File: config.mk
export PLATFORM = sky130hd
export DESIGN_NAME = control_unit_flat
export DESIGN_NICKNAME = d
export VERILOG_FILES = /design/src/rtl/cpu_pkg.sv /design/src/rtl/control_unit_if.sv /design/src/rtl/control_decode.sv /design/src/rtl/control_unit.sv /design/src/flat_wrapper.sv
export SDC_FILE = /design/constraint.sdc
export NUM_CORES = 1
export LEC_CHECK = 0
export ABC_AREA = 1
export ABC_CLOCK_PERIOD_IN_PS = 1700
export CAP_MARGIN = 20
export CORE_MARGIN = 5
export CORE_UTILIZATION = 65
export CTS_BUF_LIST = sky130_fd_sc_hd__clkbuf_4 sky130_fd_sc_hd__clkbuf_8
export CTS_CLUSTER_SIZE = 25
export DETAILED_ROUTE_END_ITERATION = 16
export DONT_BUFFER_PORTS = 1
export PLACE_DENSITY = 0.82
export SYNTH_ARGS = -nofsm -noshare
export SYNTH_HDL_FRONTEND = slang
export SYNTH_SLANG_ARGS = --single-unit
File: constraint.sdc
create_clock -name clock -period 1.7 [get_ports clock]
set_input_delay 0.255 -clock clock [delete_from_list [all_inputs] [get_ports clock]]
set_output_delay 0.255 -clock clock [all_outputs]
set_load 0.1 [all_outputs]
File: src/rtl/cpu_pkg.sv
// Shared encodings for the bus-based 32-bit CPU: opcodes, ALU selects,
// control-unit step states and the instruction classes the sequencer uses.
package cpu_pkg;

  localparam logic [4:0] OP_LD   = 5'b00000;
  localparam logic [4:0] OP_LDI  = 5'b00001;
  localparam logic [4:0] OP_ST   = 5'b00010;
  localparam logic [4:0] OP_ADD  = 5'b00011;
  localparam logic [4:0] OP_SHL  = 5'b01011;
  localparam logic [4:0] OP_ADDI = 5'b01100;
  localparam logic [4:0] OP_ANDI = 5'b01101;
  localparam logic [4:0] OP_ORI  = 5'b01110;
  localparam logic [4:0] OP_DIV  = 5'b01111;
  localparam logic [4:0] OP_MUL  = 5'b10000;
  localparam logic [4:0] OP_NEG  = 5'b10001;
  localparam logic [4:0] OP_NOT  = 5'b10010;
  localparam logic [4:0] OP_BR   = 5'b10011;
  localparam logic [4:0] OP_JAL  = 5'b10100;
  localparam logic [4:0] OP_JR   = 5'b10101;
  localparam logic [4:0] OP_IN   = 5'b10110;
  localparam logic [4:0] OP_OUT  = 5'b10111;
  localparam logic [4:0] OP_MFLO = 5'b11000;
  localparam logic [4:0] OP_MFHI = 5'b11001;
  localparam logic [4:0] OP_NOP  = 5'b11010;
  localparam logic [4:0] OP_HALT = 5'b11011;

  // Address calculation always runs through the adder.
  localparam logic [4:0] ALU_ADD = OP_ADD;

  typedef enum logic [3:0] {
    ST_IDLE, ST_T0, ST_T1, ST_T2, ST_T3, ST_T4, ST_T5, ST_T6, ST_T7, ST_HALT
  } state_t;

  typedef enum logic [3:0] {
    CL_REG, CL_NEGNOT, CL_IMM, CL_LDI, CL_LD, CL_ST, CL_MULDIV,
    CL_MFHI, CL_MFLO, CL_JR, CL_NOP, CL_HALT, CL_ILLEGAL
  } class_t;

endpackage

File: src/rtl/control_unit_if.sv
// Control bundle between the sequencer (master) and the datapath (slave):
// the sequencer's inputs (start, IR contents, memory completion) and every
// datapath strobe it drives.
interface control_unit_if;
  logic        start;
  logic [31:0] ir;
  logic        mem_done;

  logic        Gra, Grb, Grc;
  logic        Rin, Rout, BAout, Cout;
  logic        PCout, PCin, IncPC, IRin;
  logic        MARin, MDRin, MDRout;
  logic        read, write;
  logic        Yin, Zin, Zhighout, Zlowout;
  logic        HIin, HIout, LOin, LOout;
  logic [4:0]  alu_op;
  logic        run;
  logic        illegal;

  modport master (
    input  start, ir, mem_done,
    output Gra, Grb, Grc, Rin, Rout, BAout, Cout,
           PCout, PCin, IncPC, IRin, MARin, MDRin, MDRout,
           read, write, Yin, Zin, Zhighout, Zlowout,
           HIin, HIout, LOin, LOout, alu_op, run, illegal
  );

  modport slave (
    output start, ir, mem_done,
    input  Gra, Grb, Grc, Rin, Rout, BAout, Cout,
           PCout, PCin, IncPC, IRin, MARin, MDRin, MDRout,
           read, write, Yin, Zin, Zhighout, Zlowout,
           HIin, HIout, LOin, LOout, alu_op, run, illegal
  );
endinterface

File: src/rtl/control_decode.sv
// Opcode decoder: maps the 5-bit opcode to an instruction class and the ALU
// select. Macro CU_MULDIV_EN enables mul/div; without it they decode as
// illegal.
module control_decode
  import cpu_pkg::*;
(
  input  logic [4:0] opcode,
  output class_t     op_class,
  output logic [4:0] alu_op
);

  // Classify the opcode; load/store/ldi force the adder for address math.
  always_comb begin
    op_class = CL_ILLEGAL;
    alu_op   = opcode;
    case (opcode) inside
      OP_LD:                  begin op_class = CL_LD;  alu_op = ALU_ADD; end
      OP_LDI:                 begin op_class = CL_LDI; alu_op = ALU_ADD; end
      OP_ST:                  begin op_class = CL_ST;  alu_op = ALU_ADD; end
      [OP_ADD:OP_SHL]:        op_class = CL_REG;
      OP_ADDI, OP_ANDI,
      OP_ORI:                 op_class = CL_IMM;
      OP_NEG, OP_NOT:         op_class = CL_NEGNOT;
`ifdef CU_MULDIV_EN
      OP_DIV, OP_MUL:         op_class = CL_MULDIV;
`endif
      OP_JR:                  op_class = CL_JR;
      OP_MFLO:                op_class = CL_MFLO;
      OP_MFHI:                op_class = CL_MFHI;
      OP_NOP:                 op_class = CL_NOP;
      OP_HALT:                op_class = CL_HALT;
      default:                op_class = CL_ILLEGAL;
    endcase
  end

endmodule

File: src/rtl/control_unit.sv
// Sequencer for the bus-based 32-bit datapath. Moore FSM stepping through
// fetch (T0-T2) and execute (T3-T7), stalling on memory in T1 and the load/
// store memory steps. Strobes decode from the state and the IR contents.
// Macro CU_MULDIV_EN enables the mul/div execute sequence.
module control_unit
  import cpu_pkg::*;
(
  input  logic           clock,
  input  logic           clear,
  control_unit_if.master bus
);

  state_t     state;
  logic       illegal_q;
  class_t     op_class;
  logic [4:0] dec_alu;
  logic       unused_ir_fields;

  assign unused_ir_fields = ^bus.ir[26:0];

  control_decode u_decode (
    .opcode   (bus.ir[31:27]),
    .op_class (op_class),
    .alu_op   (dec_alu)
  );

  // Step sequencing and the sticky illegal-opcode flag.
  always_ff @(posedge clock or posedge clear) begin
    if (clear) begin
      state     <= ST_IDLE;
      illegal_q <= 1'b0;
    end else begin
      case (state)
        ST_IDLE: if (bus.start) state <= ST_T0;
        ST_T0:   state <= ST_T1;
        ST_T1:   if (bus.mem_done) state <= ST_T2;
        ST_T2: begin
          case (op_class)
            CL_NOP:     state <= ST_T0;
            CL_HALT:    state <= ST_HALT;
            CL_ILLEGAL: begin
              state     <= ST_HALT;
              illegal_q <= 1'b1;
            end
            default:    state <= ST_T3;
          endcase
        end
        ST_T3: begin
          case (op_class)
            CL_MFHI, CL_MFLO, CL_JR: state <= ST_T0;
            default:                 state <= ST_T4;
          endcase
        end
        ST_T4: begin
          case (op_class)
            CL_NEGNOT: state <= ST_T0;
            default:   state <= ST_T5;
          endcase
        end
        ST_T5: begin
          case (op_class)
            CL_LD, CL_ST, CL_MULDIV: state <= ST_T6;
            default:                 state <= ST_T0;
          endcase
        end
        ST_T6: begin
          case (op_class)
            CL_LD:   if (bus.mem_done) state <= ST_T7;
            CL_ST:   state <= ST_T7;
            default: state <= ST_T0;
          endcase
        end
        ST_T7: begin
          case (op_class)
            CL_ST:   if (bus.mem_done) state <= ST_T0;
            default: state <= ST_T0;
          endcase
        end
        ST_HALT: state <= ST_HALT;
        default: state <= ST_IDLE;
      endcase
    end
  end

  // Strobe decode from the current step and the instruction class.
  always_comb begin
    bus.Gra      = 1'b0;
    bus.Grb      = 1'b0;
    bus.Grc      = 1'b0;
    bus.Rin      = 1'b0;
    bus.Rout     = 1'b0;
    bus.BAout    = 1'b0;
    bus.Cout     = 1'b0;
    bus.PCout    = 1'b0;
    bus.PCin     = 1'b0;
    bus.IncPC    = 1'b0;
    bus.IRin     = 1'b0;
    bus.MARin    = 1'b0;
    bus.MDRin    = 1'b0;
    bus.MDRout   = 1'b0;
    bus.read     = 1'b0;
    bus.write    = 1'b0;
    bus.Yin      = 1'b0;
    bus.Zin      = 1'b0;
    bus.Zhighout = 1'b0;
    bus.Zlowout  = 1'b0;
    bus.HIin     = 1'b0;
    bus.HIout    = 1'b0;
    bus.LOin     = 1'b0;
    bus.LOout    = 1'b0;
    bus.alu_op   = 5'd0;
    bus.run      = (state != ST_IDLE) && (state != ST_HALT);
    bus.illegal  = illegal_q;

    case (state)
      ST_T0: begin
        bus.PCout = 1'b1; bus.MARin = 1'b1; bus.IncPC = 1'b1; bus.Zin = 1'b1;
      end
      ST_T1: begin
        bus.Zlowout = 1'b1; bus.PCin = 1'b1; bus.read = 1'b1; bus.MDRin = 1'b1;
      end
      ST_T2: begin
        bus.MDRout = 1'b1; bus.IRin = 1'b1;
      end
      ST_T3: begin
        bus.alu_op = dec_alu;
        case (op_class)
          CL_REG, CL_IMM: begin bus.Grb = 1'b1; bus.Rout = 1'b1; bus.Yin = 1'b1; end
          CL_NEGNOT:      begin bus.Grb = 1'b1; bus.Rout = 1'b1; bus.Zin = 1'b1; end
          CL_LDI, CL_LD,
          CL_ST:          begin bus.Grb = 1'b1; bus.BAout = 1'b1; bus.Yin = 1'b1; end
          CL_MULDIV:      begin bus.Gra = 1'b1; bus.Rout = 1'b1; bus.Yin = 1'b1; end
          CL_MFHI:        begin bus.HIout = 1'b1; bus.Gra = 1'b1; bus.Rin = 1'b1; end
          CL_MFLO:        begin bus.LOout = 1'b1; bus.Gra = 1'b1; bus.Rin = 1'b1; end
          CL_JR:          begin bus.Gra = 1'b1; bus.Rout = 1'b1; bus.PCin = 1'b1; end
          default: ;
        endcase
      end
      ST_T4: begin
        bus.alu_op = dec_alu;
        case (op_class)
          CL_REG:         begin bus.Grc = 1'b1; bus.Rout = 1'b1; bus.Zin = 1'b1; end
          CL_IMM, CL_LDI,
          CL_LD, CL_ST:   begin bus.Cout = 1'b1; bus.Zin = 1'b1; end
          CL_NEGNOT:      begin bus.Zlowout = 1'b1; bus.Gra = 1'b1; bus.Rin = 1'b1; end
          CL_MULDIV:      begin bus.Grb = 1'b1; bus.Rout = 1'b1; bus.Zin = 1'b1; end
          default: ;
        endcase
      end
      ST_T5: begin
        bus.alu_op = dec_alu;
        case (op_class)
          CL_REG, CL_IMM,
          CL_LDI:         begin bus.Zlowout = 1'b1; bus.Gra = 1'b1; bus.Rin = 1'b1; end
          CL_LD, CL_ST:   begin bus.Zlowout = 1'b1; bus.MARin = 1'b1; end
          CL_MULDIV:      begin bus.Zlowout = 1'b1; bus.LOin = 1'b1; end
          default: ;
        endcase
      end
      ST_T6: begin
        bus.alu_op = dec_alu;
        case (op_class)
          CL_LD:          begin bus.read = 1'b1; bus.MDRin = 1'b1; end
          CL_ST:          begin bus.Gra = 1'b1; bus.Rout = 1'b1; bus.MDRin = 1'b1; end
`ifdef CU_MULDIV_EN
          CL_MULDIV:      begin bus.Zhighout = 1'b1; bus.HIin = 1'b1; end
`endif
          default: ;
        endcase
      end
      ST_T7: begin
        bus.alu_op = dec_alu;
        case (op_class)
          CL_LD:          begin bus.MDRout = 1'b1; bus.Gra = 1'b1; bus.Rin = 1'b1; end
          CL_ST:          bus.write = 1'b1;
          default: ;
        endcase
      end
      default: ;
    endcase
  end

endmodule

File: src/flat_wrapper.sv
// flat-port wrapper written by rule: the top's interface ports become plain ports
module control_unit_flat import cpu_pkg::*;
  (clock, clear, bus_start, bus_ir, bus_mem_done, bus_Gra, bus_Grb, bus_Grc, bus_Rin, bus_Rout, bus_BAout, bus_Cout, bus_PCout, bus_PCin, bus_IncPC, bus_IRin, bus_MARin, bus_MDRin, bus_MDRout, bus_read, bus_write, bus_Yin, bus_Zin, bus_Zhighout, bus_Zlowout, bus_HIin, bus_HIout, bus_LOin, bus_LOout, bus_alu_op, bus_run, bus_illegal);
  control_unit_if bus_i ();
  input  logic clock;
  input  logic clear;
  input wire logic [$bits(bus_i.start)-1:0] bus_start;
  input wire logic [$bits(bus_i.ir)-1:0] bus_ir;
  input wire logic [$bits(bus_i.mem_done)-1:0] bus_mem_done;
  output wire logic [$bits(bus_i.Gra)-1:0] bus_Gra;
  output wire logic [$bits(bus_i.Grb)-1:0] bus_Grb;
  output wire logic [$bits(bus_i.Grc)-1:0] bus_Grc;
  output wire logic [$bits(bus_i.Rin)-1:0] bus_Rin;
  output wire logic [$bits(bus_i.Rout)-1:0] bus_Rout;
  output wire logic [$bits(bus_i.BAout)-1:0] bus_BAout;
  output wire logic [$bits(bus_i.Cout)-1:0] bus_Cout;
  output wire logic [$bits(bus_i.PCout)-1:0] bus_PCout;
  output wire logic [$bits(bus_i.PCin)-1:0] bus_PCin;
  output wire logic [$bits(bus_i.IncPC)-1:0] bus_IncPC;
  output wire logic [$bits(bus_i.IRin)-1:0] bus_IRin;
  output wire logic [$bits(bus_i.MARin)-1:0] bus_MARin;
  output wire logic [$bits(bus_i.MDRin)-1:0] bus_MDRin;
  output wire logic [$bits(bus_i.MDRout)-1:0] bus_MDRout;
  output wire logic [$bits(bus_i.read)-1:0] bus_read;
  output wire logic [$bits(bus_i.write)-1:0] bus_write;
  output wire logic [$bits(bus_i.Yin)-1:0] bus_Yin;
  output wire logic [$bits(bus_i.Zin)-1:0] bus_Zin;
  output wire logic [$bits(bus_i.Zhighout)-1:0] bus_Zhighout;
  output wire logic [$bits(bus_i.Zlowout)-1:0] bus_Zlowout;
  output wire logic [$bits(bus_i.HIin)-1:0] bus_HIin;
  output wire logic [$bits(bus_i.HIout)-1:0] bus_HIout;
  output wire logic [$bits(bus_i.LOin)-1:0] bus_LOin;
  output wire logic [$bits(bus_i.LOout)-1:0] bus_LOout;
  output wire logic [$bits(bus_i.alu_op)-1:0] bus_alu_op;
  output wire logic [$bits(bus_i.run)-1:0] bus_run;
  output wire logic [$bits(bus_i.illegal)-1:0] bus_illegal;
  assign bus_i.start = bus_start;
  assign bus_i.ir = bus_ir;
  assign bus_i.mem_done = bus_mem_done;
  assign bus_Gra = bus_i.Gra;
  assign bus_Grb = bus_i.Grb;
  assign bus_Grc = bus_i.Grc;
  assign bus_Rin = bus_i.Rin;
  assign bus_Rout = bus_i.Rout;
  assign bus_BAout = bus_i.BAout;
  assign bus_Cout = bus_i.Cout;
  assign bus_PCout = bus_i.PCout;
  assign bus_PCin = bus_i.PCin;
  assign bus_IncPC = bus_i.IncPC;
  assign bus_IRin = bus_i.IRin;
  assign bus_MARin = bus_i.MARin;
  assign bus_MDRin = bus_i.MDRin;
  assign bus_MDRout = bus_i.MDRout;
  assign bus_read = bus_i.read;
  assign bus_write = bus_i.write;
  assign bus_Yin = bus_i.Yin;
  assign bus_Zin = bus_i.Zin;
  assign bus_Zhighout = bus_i.Zhighout;
  assign bus_Zlowout = bus_i.Zlowout;
  assign bus_HIin = bus_i.HIin;
  assign bus_HIout = bus_i.HIout;
  assign bus_LOin = bus_i.LOin;
  assign bus_LOout = bus_i.LOout;
  assign bus_alu_op = bus_i.alu_op;
  assign bus_run = bus_i.run;
  assign bus_illegal = bus_i.illegal;
  control_unit u_core (.clock(clock), .clear(clear), .bus(bus_i));
endmodule
==> results.py, run 1 <==
metrics = {
    "yosys": {
        "synthCells": 165,
        "postSynthAreaPerCell_sq_um": 5.60,
        "synth_seq_cells": 5,
        "syn-cell-area_sq_um": 925,
        "ys_types": 30,
        "yosysWarnings": 0,
        "ys_seq_area_frac": 0.135,
    },
    "die": {
        "row_count": 13,
        "dieWidth_um": 47.7,
        "die_y_um": 47.7,
        "initial_utilization": 0.702,
    },
    "status": {
        "status": "aborted with a tool error",
        "failing_step": "global placement without I/O",
        "tool.error": "[ERROR GPL-0301] Utilization 102.130 % exceeds 100%.",
    },
}
logic make-up after synthesis:
family                 after synthesis  share of synthesized area
AND/OR/NAND/NOR                     95                      0.505
buffers and inverters               40                      0.195
AO/OA/AOI/OAI                       24                      0.161
flip-flops                           5                      0.135
other                                1                    0.00406
Yosys cell counts (all sizes together):
cell type	number	share of area
or3	1	0.0068
nand4	5	0.034
dfrtp	5	0.14
o221ai	1	0.0095
o22ai	1	0.0068
a31o	1	0.0095
nand3b	1	0.0081
o2111ai	1	0.0095
buf	7	0.061
nand2	37	0.19
nor2	32	0.15
conb	1	0.0041
a211oi	2	0.016
o211ai	1	0.0081
a31oi	1	0.0068
a21oi	5	0.031
o21ai	11	0.064
nand3	11	0.065
inv	33	0.13
nor3	8	0.049
==> run 2: changes to the inputs <==
--- a/config.mk
+++ b/config.mk
@@ -8,13 +8,11 @@
 export ABC_AREA = 1
 export ABC_CLOCK_PERIOD_IN_PS = 1700
 export CAP_MARGIN = 20
-export CORE_MARGIN = 5
-export CORE_UTILIZATION = 65
-export CTS_BUF_LIST = sky130_fd_sc_hd__clkbuf_4 sky130_fd_sc_hd__clkbuf_8
-export CTS_CLUSTER_SIZE = 25
+export CORE_AREA = 5 5 66 68
 export DETAILED_ROUTE_END_ITERATION = 16
+export DIE_AREA = 0 0 71 73
 export DONT_BUFFER_PORTS = 1
-export PLACE_DENSITY = 0.82
+export PLACE_DENSITY_LB_ADDON = 0.15
 export SYNTH_ARGS = -nofsm -noshare
 export SYNTH_HDL_FRONTEND = slang
 export SYNTH_SLANG_ARGS = --single-unit
==> run 2 against run 1 <==
The flow now finishes, with violations (setup timing). Synthesized area unchanged. Synthesized cell count unchanged.
==> results.py, run 2 <==
metrics = {
    "layout": {
        "seqCellArea_sq_um": 126,
        "nNetsFinal": 260,
        "final_cell_mix": "buf_12, buf_4, nand2_1",
        "diodes": 0,
        "areaGrowthSynthToFinish_pct": 136,
        "multi_input_area_sq_um": 1010,
        "final_util": 0.574,
        "layoutNonFillerInstCount": 273,
        "final_common_cell": "buf_12",
        "largest_register_ffs": 4,
        "final.fill_count": 337,
        "largest-register": "u_core.state",
        "drive_gt1_frac": 0.637,
    },
    "setup_path": {
        "critical_path_class": "register to output port",
        "worstPathRequired_ns": 1.44,
        "arrival_ns": 1.65,
        "reg2regPathDepth": 12,
        "slowest_stage": "dfrtp_1",
        "startpoint": "u_core.state[1]",
        "critical_path.most_common_cell": "inv_2",
        "crit_path_end_kind": "output port",
        "r2r_slack_ns": 0.05,
        "r2r-end": "u_core.state[0]",
        "critical_path.max_stage_delay_ns": 0.42,
        "critPathMaxFanout": 4,
        "cpLargestDelayFamily": "simple AND/OR/NAND/NOR gates",
        "cp-start-kind": "register",
        "worst-path-buf-inv": 3,
        "worstPathCellList": "nor2_2 -> inv_2 -> nor3_4 -> inv_2 -> nor2_4 -> a211oi_4 -> nand3_4 -> buf_12",
        "r2r-start": "u_core.state[2]",
    },
    "sta": {
        "grt_setup_unrepaired": "true",
        "holdWs_ns": 0.254,
        "finalWorstSetupSlack_ns": -0.209,
        "setup_violations": 25,
        "drv_slew": 0,
        "fmax_mhz": 524,
        "fin_crit_sh": 1.12,
        "hold_violations": 0,
        "fin_crit_ns": 1.91,
        "finalClockSkew_ns": 0.00147,
    },
    "yosys": {
        "synth_compound_area_frac": 0.161,
        "ys_seq_area_frac": 0.135,
        "syn-cell-area_sq_um": 925,
        "synth_top_area_frac": 0.135,
        "yosys.area_share.xor_xnor": 0,
        "synth_top_family_by_area": "simple AND/OR/NAND/NOR gates",
        "postSynthAreaPerCell_sq_um": 5.60,
        "synth.area.top_cells": "dfrtp_1, inv_1, nand2_1",
        "ys_types": 30,
        "ys_top_cells_by_count": "inv_1, nand2_1, nor2_1, nand3_1, o21ai_0",
        "yosys.area_share.simple": 0.505,
        "synthCells": 165,
        "synth_area_leader_cell": "dfrtp_1",
        "synth_edf_count": 0,
        "synth_seq_cells": 5,
        "yosysMostFrequentCell": "inv_1",
        "yosysWarnings": 0,
        "synthMuxAreaShare": 0,
        "async_flop_share": 1.00,
        "synthAdderAreaFrac": 0,
        "synthFlopType": "dfrtp_1",
    },
    "clock_tree": {
        "clkTransAtPathRegs_ns": 0.03,
        "cts_buffer_depth": 2,
        "cts-buffers-inserted": 3,
        "cts_sinks": 5,
        "clock_latency_ns": 0.22,
        "cts_tree": "yes",
        "htreeDepth": 1,
        "cts-root-buf": "clkbuf_8",
    },
    "drt": {
        "avgViaCountPerCell": 4.70,
        "drc": 0,
        "drt_iter0_markers": 28,
        "post_drt_wl_per_cell_um": 12.9,
        "detail-route-antenna-nets": 0,
        "drt_wl_total_um": 3510,
        "drt-pass1-iter-count": 4,
        "dr_total_vias": 1282,
    },
    "die": {
        "dieWidth_um": 71,
        "core-area_sq_um": 3800,
        "ios": 67,
        "initial_utilization": 0.243,
        "die_y_um": 73,
        "row_count": 23,
        "dieArea_sq_um": 5180,
    },
    "worst_hold_path": {
        "hold-path-cell-count": 2,
        "hold_path.startpoint": "bus_mem_done",
        "hp-class": "input port to register",
        "whs_endpoint": "u_core.state[2]",
    },
    "status": {
        "violations": "setup timing",
        "status": "complete, but fails checks",
    },
    "placement": {
        "gp_congestion": 0.875,
        "io_buffers": 0,
        "hpwl_um": 2860,
        "dp.cells": 254,
    },
    "global_routing": {
        "grt_pass1_wl_um": 5750,
        "grt_pass1_vias": 1287,
        "antenna_found_initial": 0,
        "grt_max_degree": 10,
        "grt.overflow.total": 0,
        "grtUsageTotal": 0.135,
    },
    "power_and_ir_drop": {
        "ir_drop_mv": 1.01,
        "p_per_area_nw_per_um2": 1880,
        "finalPower_w": 0.00410,
        "p_leak_nw": 0.971,
    },
    "flow_run": {
        "cap_violations": 0,
    },
}
run 2: cell counts after synthesis:
No cell type changed its count.
run 2: cell families after synthesis:
| family | count (synthesis) |
|---|---|
| compound gates | 24 |
| buf+inv | 40 |
| flops | 5 |
| other cells | 1 |
| simple gates | 95 |
run 2: how the worst max path moves through the flow:
stage / endpoint / cells past startpoint / slack [ns]
6_report: bus_Gra / 8 / -0.21
5_1_grt: bus_Gra / 8 / -0.28
4_1_cts: bus_Gra / 7 / -0.16
3_5_place_dp: bus_MDRin / 7 / -0.11
3_3_place_gp: bus_read / 7 / -0.10
2_1_floorplan: bus_write / 5 / -0.34
run 2: stage by stage:
step / TNS [ns] / setup slack (ns) / area [sq um]
after floorplan: -2.99 / -0.336 / 1230
after global placement: -0.336 / -0.105 / 1850
after detailed placement: -0.492 / -0.111 / 1850
after CTS: -2.57 / -0.160 / 2050
after global routing: -4.77 / -0.278 / 2180
final: -3.13 / -0.209 / 2180
run 2: area by class of cell:
cell class | instances | area share
clock buffers | 4 | 0.0206
inverters | 33 | 0.0688
repair buffers | 59 | 0.363
flip-flops and latches | 5 | 0.0579
multi-input cells | 122 | 0.461
well taps | 50 | 0.0287
run 2: repair_timing:
item,in CTS,in global routing
gates cloned,0,0
pin swaps,14,12
endpoints found under the setup margin,28,29
setup buffers,7,9
hold buffers,1,0
resized for setup,28,21
endpoints found under the hold margin,5,0
run 2: power breakdown:
part	switching, W	internal (W)	total [W]
registers	0.0000553	0.000170	0.000226
logic	0.00239	0.00127	0.00366
clock network	0.0000563	0.000161	0.000217
total	0.00250	0.00160	0.00410
run 2: per-layer routing:
metal / global-route usage / share of wire / vias up
met3: 0.0234 / 0.058 / 8
li1: - / - / 645
met2: 0.246 / 0.52 / 35
met1: 0.156 / 0.39 / 594
met5: 0 / 0 / -
met4: 0.0543 / 0.026 / 0
Note: power is estimated with default switching activity, not from simulation.
==> run 3: changes to the inputs <==
--- a/config.mk
+++ b/config.mk
@@ -11,7 +11,6 @@
 export CORE_AREA = 5 5 66 68
 export DETAILED_ROUTE_END_ITERATION = 16
 export DIE_AREA = 0 0 71 73
-export DONT_BUFFER_PORTS = 1
 export PLACE_DENSITY_LB_ADDON = 0.15
 export SYNTH_ARGS = -nofsm -noshare
 export SYNTH_HDL_FRONTEND = slang
==> run 3 against run 2 <==
The run still ends with setup timing left. Register-to-register slack worse by 0.03 ns. Non-clock buffer count up 42. Maximum frequency barely moved. Via count up 13%. Flip-flop and latch count unchanged. Total power up 11%. Setup slack gained 0.0016 ns. Sequential share of layout area down 0.98 points. Global-route usage is 2.8 points higher. Clock skew is 0.00068 ns lower. Core utilization rose by 12 points. Critical path depth fell by 1. Critical path type unchanged. Critical endpoint is now bus_Zin. Largest cell class is now non-clock buffers.
==> results.py, run 3 (synthesis gave the netlist of run 2 again) <==
metrics = {
    "layout": {
        "final_cell_mix": "buf_4, buf_12, nor2_4",
        "final_util": 0.692,
        "nNetsFinal": 302,
        "largest_register_ffs": 4,
        "drive_gt1_frac": 0.747,
        "diodes": 0,
        "areaGrowthSynthToFinish_pct": 184,
        "largest-register": "u_core.state",
        "layoutNonFillerInstCount": 315,
        "final_common_cell": "buf_4",
        "final.fill_count": 308,
    },
    "clock_tree": {
        "clkTransAtPathRegs_ns": 0.03,
        "cts_hold_buf": 0,
        "clock_latency_ns": 0.21,
        "cts_sinks": 5,
        "cts_buffer_depth": 2,
        "cts-buffers-inserted": 3,
        "cts-root-buf": "clkbuf_8",
        "cts_tree": "yes",
        "htreeDepth": 1,
    },
    "placement": {
        "hpwl_um": 3330,
        "pre_cts_ws_ns": -0.541,
        "dp.cells": 299,
        "gp_congestion": 0.818,
        "io_buffers": 36,
    },
    "setup_path": {
        "critPathMaxFanout": 6,
        "critical_path.most_common_cell": "nor2_4",
        "arrival_ns": 1.65,
        "crit_path_end_kind": "output port",
        "cp-start-kind": "register",
        "r2r_slack_ns": 0.02,
        "critical_path_class": "register to output port",
        "slowest_stage": "dfrtp_1",
        "worstPathCellList": "nor2_4 -> inv_2 -> buf_6 -> nor2_4 -> inv_4 -> o221ai_4 -> buf_12",
        "critical_path.max_stage_delay_ns": 0.42,
        "worstPathRequired_ns": 1.44,
    },
    "global_routing": {
        "grt_max_degree": 7,
        "grtUsageTotal": 0.163,
        "antenna_found_initial": 0,
        "grt_pass1_vias": 1559,
        "grt_pass1_wl_um": 7020,
        "grt.overflow.total": 0,
    },
    "power_and_ir_drop": {
        "finalPower_w": 0.00456,
        "p_per_area_nw_per_um2": 1730,
        "p_leak_nw": 1.22,
        "ir_drop_mv": 1.04,
    },
    "sta": {
        "finalClockSkew_ns": 0.000787,
        "grt_setup_unrepaired": "true",
        "hold_violations": 0,
        "holdWs_ns": 0.235,
        "setup_violations": 26,
        "fmax_mhz": 524,
        "fin_crit_ns": 1.91,
        "drv_slew": 0,
        "fin_crit_sh": 1.12,
        "finalWorstSetupSlack_ns": -0.208,
    },
    "status": {
        "violations": "setup timing",
        "status": "complete, but fails checks",
    },
    "drt": {
        "detail-route-antenna-nets": 0,
        "dr_total_vias": 1450,
        "drt_iter0_markers": 55,
        "drt-pass1-iter-count": 4,
        "avgViaCountPerCell": 4.60,
        "drt_wl_total_um": 4150,
        "drc": 0,
        "post_drt_wl_per_cell_um": 13.2,
    },
    "flow_run": {
        "cap_violations": 0,
    },
    "die": {
        "ios": 67,
        "initial_utilization": 0.243,
        "die_y_um": 73,
        "dieArea_sq_um": 5180,
        "row_count": 23,
        "dieWidth_um": 71,
        "core-area_sq_um": 3800,
    },
    "worst_hold_path": {
        "hp-class": "input port to async pin",
    },
}
-- run 3: metrics by stage --
step | instance area (sq um) | TNS, ns
after floorplan | 1230 | -2.99
final | 2630 | -3.41
after CTS | 2510 | -3.02
after detailed placement | 2260 | -8.75
after global routing | 2630 | -5.15
after global placement | 2260 | -7.86
-- run 3: critical path, delay by kind of cell, from the launching register on --
kind                   cells  cell delay, ns
AOI/OAI and AO/OA          1            0.21
DFF                        1            0.42
buffers and inverters      4            0.47
and+or+nand+nor            2            0.32
-- run 3: area by class of cell --
cell class | instances | area [sq um] | area share
repair buffers | 101 | 1160 | 0.441
inverters | 33 | 155 | 0.0590
well taps | 50 | 62.6 | 0.0238
clock buffers | 4 | 45.0 | 0.0171
multi-input cells | 122 | 1080 | 0.410
flip-flops and latches | 5 | 126 | 0.0481
-- run 3: worst paths after layout --
kind	endpoint	cells after the start	from
setup / recovery	bus_Zin	7	u_core.state[0]
hold / removal	u_core.bus.illegal	2	clear
setup reg to reg	u_core.state[3]	11	u_core.state[1]
hold reg to reg	u_core.bus.illegal	1	u_core.bus.illegal
max in group asynchronous	u_core.state[2]	2	clear
min in group clock	u_core.bus.illegal	1	u_core.bus.illegal
-- run 3: report_power, final --
part,switching (W),total [W],internal [W]
registers,0.0000645,0.000235,0.000171
logic,0.00254,0.00411,0.00157
clock network,0.0000510,0.000211,0.000160
total,0.00266,0.00456,0.00190
-- run 3: layer usage --
layer  vias up  share of wire  global-route usage
li1        727              -                   -
met1       675           0.39               0.201
met2        44           0.55               0.308
met3         4          0.044             0.00964
met4         0          0.011              0.0418
met5         -              0                   0
-- run 3: what timing repair did --
action	in CTS	in global routing
pin swaps	13	18
buffers inserted	9	10
endpoints found under the setup margin	32	30
gates resized for setup	69	28
endpoints found under the hold margin	0	0
